File: config.mk
export PLATFORM = sky130hd
export DESIGN_NAME = stopwatch_ctrl
export DESIGN_NICKNAME = d
export VERILOG_FILES = /design/src/rtl/stopwatch_pkg.sv /design/src/rtl/edge_pulse.sv /design/src/rtl/stopwatch_ctrl.sv
export SDC_FILE = /design/constraint.sdc
export NUM_CORES = 1
export LEC_CHECK = 0
export CAP_MARGIN = 20
export CELL_PAD_IN_SITES_DETAIL_PLACEMENT = 0
export CELL_PAD_IN_SITES_GLOBAL_PLACEMENT = 1
export CORE_UTILIZATION = 35
export DETAILED_ROUTE_END_ITERATION = 12
export DONT_BUFFER_PORTS = 1
export PLACE_DENSITY = 0.61
export SYNTH_ARGS = -nofsm -noshare
export SYNTH_HDL_FRONTEND = slang
export SYNTH_HIERARCHICAL = 1
export SYNTH_SLANG_ARGS = --single-unit
File: constraint.sdc
create_clock -name clk -period 1.98 [get_ports clk]
set_input_delay 0.198 -clock clk [delete_from_list [all_inputs] [get_ports clk]]
set_output_delay 0.198 -clock clk [all_outputs]
set_load 0.1 [all_outputs]
File: src/rtl/stopwatch_pkg.sv
// rtl/stopwatch_pkg.sv - shared state encodings and defaults for the stopwatch controller
package stopwatch_pkg;

    typedef enum logic [1:0] {
        ST_IDLE   = 2'b00,
        ST_RUN    = 2'b01,
        ST_PAUSE  = 2'b10,
        ST_ADJUST = 2'b11
    } state_t;

    localparam int LOCKOUT_DEFAULT = 1000;

endpackage

File: src/rtl/edge_pulse.sv
// rtl/edge_pulse.sv - rising-edge detector on a debounced button level
module edge_pulse (
    input  logic clk,
    input  logic rst,
    input  logic i_level,
    output logic o_pulse
);

    // Previous sample resets high so a button held through reset is not an event
    logic r_prev;

    // Track the level every cycle, including while the controller is locked out
    always_ff @(posedge clk or posedge rst) begin
        if (rst) begin
            r_prev <= 1'b1;
        end else begin
            r_prev <= i_level;
        end
    end

    assign o_pulse = i_level & ~r_prev;

endmodule

File: src/rtl/stopwatch_ctrl.sv
// rtl/stopwatch_ctrl.sv - mode FSM, button arbitration and lockout for a stopwatch
module stopwatch_ctrl
    import stopwatch_pkg::*;
#(
    parameter int LOCK_W  = 16,
    parameter int LOCKOUT = LOCKOUT_DEFAULT
) (
    input  logic       clk,
    input  logic       rst,
    input  logic       btn_clear,
    input  logic       btn_pause,
    input  logic       btn_sel,
    input  logic       sw_adj,
    input  logic       tick,
    output logic       count_en,
    output logic       clear,
    output logic       adj_inc,
    output logic       adj_sel,
    output logic [1:0] state
);

    logic              w_ev_clear;
    logic              w_ev_pause;
    logic              w_ev_sel;
    logic              w_open;
    logic              w_take_clear;
    logic              w_take_pause;
    logic              w_take_sel;

    state_t            r_state;
    logic [LOCK_W-1:0] r_lock;
    logic              r_count_en;
    logic              r_clear;
    logic              r_adj_inc;
    logic              r_adj_sel;

    edge_pulse u_edge_clear (.clk(clk), .rst(rst), .i_level(btn_clear), .o_pulse(w_ev_clear));
    edge_pulse u_edge_pause (.clk(clk), .rst(rst), .i_level(btn_pause), .o_pulse(w_ev_pause));
    edge_pulse u_edge_sel   (.clk(clk), .rst(rst), .i_level(btn_sel),   .o_pulse(w_ev_sel));

    // Fixed priority picks one winning event; a winner that is meaningless in the
    // current mode is dropped and does not arm the lockout, and losers are never queued.
    assign w_open       = (r_lock == '0);
    assign w_take_clear = w_open & w_ev_clear;
    assign w_take_pause = w_open & ~w_ev_clear & w_ev_pause & (r_state != ST_ADJUST);
    assign w_take_sel   = w_open & ~w_ev_clear & ~w_ev_pause & w_ev_sel & (r_state == ST_ADJUST);

    // Mode FSM, lockout counter and registered strobes
    always_ff @(posedge clk or posedge rst) begin
        if (rst) begin
            r_state    <= ST_IDLE;
            r_lock     <= '0;
            r_count_en <= 1'b0;
            r_clear    <= 1'b0;
            r_adj_inc  <= 1'b0;
            r_adj_sel  <= 1'b0;
        end else begin
            r_clear    <= w_take_clear;
            r_count_en <= tick & (r_state == ST_RUN) & ~w_take_clear;
            r_adj_inc  <= tick & (r_state == ST_ADJUST);

            if (w_take_clear | w_take_pause | w_take_sel) begin
                r_lock <= LOCK_W'(LOCKOUT);
            end else if (!w_open) begin
                r_lock <= r_lock - LOCK_W'(1);
            end

            if (w_take_sel) begin
                r_adj_sel <= ~r_adj_sel;
            end

            if (w_take_clear) begin
                r_state   <= ST_IDLE;
                r_adj_sel <= 1'b0;
            end else if (w_take_pause) begin
                r_state <= (r_state == ST_RUN) ? ST_PAUSE : ST_RUN;
            end else begin
                // The adjust switch is a level: it pulls IDLE/PAUSE into ADJUST and
                // releases ADJUST back to PAUSE, but never interrupts RUN.
                case (r_state)
                    ST_IDLE, ST_PAUSE: if (sw_adj)  r_state <= ST_ADJUST;
                    ST_ADJUST:         if (!sw_adj) r_state <= ST_PAUSE;
                    default:           r_state <= r_state;
                endcase
            end
        end
    end

    assign count_en = r_count_en;
    assign clear    = r_clear;
    assign adj_inc  = r_adj_inc;
    assign adj_sel  = r_adj_sel;
    assign state    = r_state;

endmodule

* After elaboration in Yosys (flattened, before gate mapping) *
Index checks and enable logic that the tools add are counted.

storage, ports and cells
  input bits = 7
  bits in registers = 25

cells by class
  reductions and logical operators = 6
  $add $sub $neg = 1
  multiplexer cells = 10
  eq/ne operators = 7
  bitwise logic cells = 22

operators with widths
  kind                                                                      number
  16-bit 2-to-1 mux                                                         2
  16-bit logical NOT                                                        1
  16-bit by 1-bit subtractor with 16-bit output (second input constant)     1
  1-bit bitwise AND                                                         13
  2-bit 2-to-1 mux                                                          5
  4-bit inequality test (second input constant)                             2
  1-bit NOT                                                                 7
  2-bit equality test (second input constant)                               2
  2-bit case mux with 2 select lines                                        1
  4-bit nonzero test                                                        1
  3-bit AND reduction                                                       1
  2-bit by 1-bit equality test with 1-bit output (second input constant)    1
  2-bit logical NOT                                                         1
  1-bit 2-to-1 mux                                                          2
  2-bit by 1-bit inequality test with 1-bit output (second input constant)  1
  2-bit inequality test (second input constant)                             1
  1-bit OR                                                                  2
  2-bit nonzero test                                                        1
  2-bit OR reduction                                                        1

* Longest topological paths before layout *
  depth in word-level cells = 9
  gate-level depth with buffers = 7
  depth with buffers taken out = 6

* By module *
The synthesis kept the hierarchy.

modules (own cells, without submodules)
  module          instances  sequential area each (um^2)  area an instance (um^2)  cells an instance
  stopwatch_ctrl  1          550.5                        1142.3                   105
  edge_pulse      3          26.3                         43.8                     3

* Worst setup path after synthesis *
OpenSTA, ideal clock, no wires.

  path kind = flip-flop to flip-flop
  from = reg r_state[0], in the netlist state[0]
  to = reg r_lock[8]
  period minus slack after synthesis = 2.026 ns
  slack = -0.046 ns
  stages on the path, launching flop included = 6
  data arrival time = 1.930 ns
  required time = 1.884 ns
  cell sequence = dfrtp_1 -> and4b_1 -> a211oi_1 -> and2_1 -> buf_4 -> a311oi_2

between the ends
  word-level cells in the longest chain between the ends = 5
  elaborated cells between the ends (all ways) = 8

ends and longest elaborated chain
  element                                                                                                        RTL line              RTL
  start, declared                                                                                                stopwatch_ctrl.sv:30  state_t r_state;
  start signal, assigned                                                                                         stopwatch_ctrl.sv:76  r_state <= (r_state == ST_RUN) ? ST_PAUSE : ST_RUN;
  start signal, assigned                                                                                         stopwatch_ctrl.sv:83  default: r_state <= r_state;
  2-bit inequality test                                                                                          stopwatch_ctrl.sv:45  assign w_take_pause = w_open & ~w_ev_clear & w_ev_pause & (r_state != ST_ADJUST);
  1-bit bitwise AND                                                                                              stopwatch_ctrl.sv:45
  1-bit OR                                                                                                       stopwatch_ctrl.sv:62  if (w_take_clear | w_take_pause | w_take_sel) begin
  1-bit OR (*)                                                                                                   stopwatch_ctrl.sv:62
  2-bit by 1-bit inequality test with 1-bit output (no source line) / 16-bit 2-to-1 mux (equally long branches)  --
  end signal, assigned                                                                                           stopwatch_ctrl.sv:63  r_lock <= LOCK_W'(LOCKOUT);
  end signal, assigned                                                                                           stopwatch_ctrl.sv:65  r_lock <= r_lock - LOCK_W'(1);
  end, declared                                                                                                  stopwatch_ctrl.sv:31  logic [LOCK_W-1:0] r_lock;

Every way passes the cells marked *; elsewhere a longest branch is shown, timed or not.
A chain may end at the register's enable or synchronous reset.

* Worst setup path after layout *
  from = reg r_lock[0]
  to = reg r_lock[5]

between the ends
  word-level cells in the longest chain between the ends = 7
  elaborated cells between the ends (all ways) = 14

ends and longest elaborated chain
  element                                                                                                        RTL line                                    RTL
  16-bit logical NOT                                                                                             stopwatch_ctrl.sv:43                        assign w_open = (r_lock == '0);
  1-bit bitwise AND                                                                                              stopwatch_ctrl.sv:45, stopwatch_ctrl.sv:46
  1-bit bitwise AND, on equally long branches (2 in a row)                                                       stopwatch_ctrl.sv:45, stopwatch_ctrl.sv:46
  1-bit OR / 1-bit bitwise AND (equally long branches)                                                           stopwatch_ctrl.sv:62, stopwatch_ctrl.sv:46
  1-bit OR                                                                                                       stopwatch_ctrl.sv:62
  2-bit by 1-bit inequality test with 1-bit output (no source line) / 16-bit 2-to-1 mux (equally long branches)  --

Several ways; a longest one is shown, not always the timed one. The select of a mux whose other input is x is not followed.

==> impl_metrics.ini <==
[floorplanning]
rows = 21
initial_core_util = 0.373
io_pins = 13
die_y_um = 62.3
dieArea_mm2 = 0.00388
coreArea_mm2 = 0.00342
die_x_um = 62.3

[synthesis]
synth_area_leader_cell = dfrtp_1
synth_fa_ha_area_frac = 0.0196
synth_area_per_cell_um2 = 11.2
synth_compound_area_frac = 0.144
synth_xor_area_frac = 0.0481
yosys_warnings = 6
synth_area_leaders = dfrtp_1 43%, dfstp_2 6.2%, xor2_1 4.1%
synth_top_area_frac = 0.432
synth_cells = 114
syn_nets = 123
synth_seq_area_share = 0.494
netlist_area_mm2 = 0.00127
yosysUniqueCellTypes = 38
synth_top_family_by_area = simple AND/OR/NAND/NOR gates
synthMuxAreaShare = 0
synth-seq-cells = 25
yosys.area_share.simple = 0.252

[min_path]
min_path_cells = 1
min_from = tick
min_delay_worst_endpoint = adj_inc
hold_class = in2reg

[global_route]
grt_max_degree = 23
overflow = 0
antenna_found_initial = 0
grt_pass1_wl_mm = 4.17
first_global_vias = 885
grt_usage = 0.139

[cells_and_area]
post-route-util = 0.425
nets = 139
area_growth_pct = 14.0
instances_no_fill = 175
layout_common_cells = 20 x dfrtp_1, 9 x nand2_1, 9 x inv_1
drive_above_1_share = 0.256
final_cell_area_mm2 = 0.00145
antennaDiodeCount = 0
mostFrequentLayoutCell = dfrtp_1

[critical_path]
setup.worst_path.class = reg2reg
cp.required_ns = 2.17
worst_setup_path_start_kind = flop
ff2ff_path_depth = 6
worstReg2RegEnd = r_lock[5]
worstReg2RegStart = r_lock[0]
rrSetupSlack_ns = 0.15
path_max_fanout = 14
arrival_ns = 2.03
end_kind = flop

[sta]
rsz0062_at_grt = no
timing.slew.headroom = 0.746
hold-worst-slack_ns = 0.0423
fmax_ghz = 0.545
finalHoldViolCount = 0
setup_violations = 0
finClkSkew_ns = 0.00339
fin_ws_ns = 0.145
drv_slew = 0
period_share = 0.927
period_minus_slack_ns = 1.83
finalSetupTns_ns = 0
tightest_slew_ns = 0.378

[clock_network]
cts_setup_buffers = 0
cts-root-buf = clkbuf_4
cts_buffers = 3
cts_tree = yes
cts_buffer_depth = 2
clock_latency_ns = 0.32
clkSlewWorstSetupHoldPaths_ns = 0.13
h-tree-depth = 1
cts.sink_count = 25

[detailed_routing]
first_iter_violations = 36
totalWireLength_mm = 2.42
post_drt_wl_per_cell_um = 13.8
vias_per_cell = 5.21
firstDrtPassIters = 4
drc = 0
ant_nets = 0
vias = 911

[placed_design]
gp_congestion = 0.773
place_inst = 166
post-place-ws_ns = 0.0690
dp_hpwl_mm = 1.77
dpl_cell_area_mm2 = 0.00138
portBuffers = 0

[outcome]
status = finished, final reports clean

[power_and_ir_drop]
cellLeakagePower_nw = 0.630
total_power_uw = 907
peakVddDrop_uv = 189
power.density_mw_per_mm2 = 624

[flow_run]
drv_cap = 0
## cells in the mapped netlist (all sizes together)
master    n
xnor2     1
o2bb2ai   1
and4b     1
and2      3
o21ai     3
o22ai     2
nand3     1
inv       9
or2       2
or3       1
a211oi    7
a311oi    2
a21oi     5
xor2      6
a21bo     1
o21ba     1
and4      1
nor4      5
a21o      1
nor2b     3
and3      1
nor3      7
buf       2
dfrtp    22
nand4     1
a31oi     1
nor3b     2
o21a      1
dfstp     3
nor2      7
ha        2
nand2     9
## final cells by class
| cell class | count | area, µm² |
|---|---|---|
| clock buffers | 4 | 26.3 |
| fillers | 356 | 1960 |
| inverters | 9 | 33.8 |
| multi-input cells | 78 | 593 |
| flip-flops and latches | 25 | 632 |
| well taps | 46 | 57.6 |
| repair buffers | 13 | 110 |
## timing repair
| action | 4_1_cts | 5_1_grt |
|---|---|---|
| gates resized for setup | 0 | 1 |
| endpoints found under the setup margin | 0 | 6 |
| endpoints found under the hold margin | 29 | 0 |
| hold buffers | 5 | 0 |
## critical path: stages (launching register included)
cell,delay [ns]
dfrtp_1,0.41
inv_1,0.12
ha_1,0.16
nor3b_1,0.31
and4_4,0.39
and2_2,0.26
a31oi_1,0.07
## kinds of logic after synthesis
family / Yosys count
simple gates: 44
compound gates: 25
flops: 25
buf+inv: 11
xor+xnor: 7
fa+ha+maj: 2
## state kept, by name, summed over array words and instances (netlist names)
signal / cells
u_edge_clear/r_prev: 1
r_lock: 16
count_en: 1
u_edge_sel/r_prev: 1
state: 2
adj_sel: 1
clear: 1
adj_inc: 1
u_edge_pause/r_prev: 1
## where the power goes
part / total [mW] / switching [mW] / internal (mW)
clock: 0.229 / 0.150 / 0.0788
combinational: 0.146 / 0.105 / 0.0408
sequential: 0.533 / 0.00698 / 0.526
total: 0.907 / 0.262 / 0.645
## metal layers
| layer | track usage | share of wire | vias up |
|---|---|---|---|
| met2 | 0.238 | 0.48 | 17 |
| met3 | 0.0441 | 0.038 | 2 |
| li1 | - | - | 432 |
| met1 | 0.168 | 0.47 | 460 |
| met4 | 0.0349 | 0.0095 | 0 |
| met5 | 0 | 0 | - |
## worst max path at each step
stage	slack [ns]	cells past startpoint	start	end
6_report	0.15	6	r_lock[0]	r_lock[5]
5_1_grt	0.02	6	r_lock[0]	r_lock[1]
4_1_cts	0.04	6	r_lock[0]	r_lock[5]
3_5_place_dp	0.07	6	r_lock[0]	r_lock[5]
3_3_place_gp	0.15	6	r_lock[0]	r_lock[5]
2_1_floorplan	0.28	5	state[0]	r_lock[8]
No activity file was read; power rests on OpenSTA's default activity.
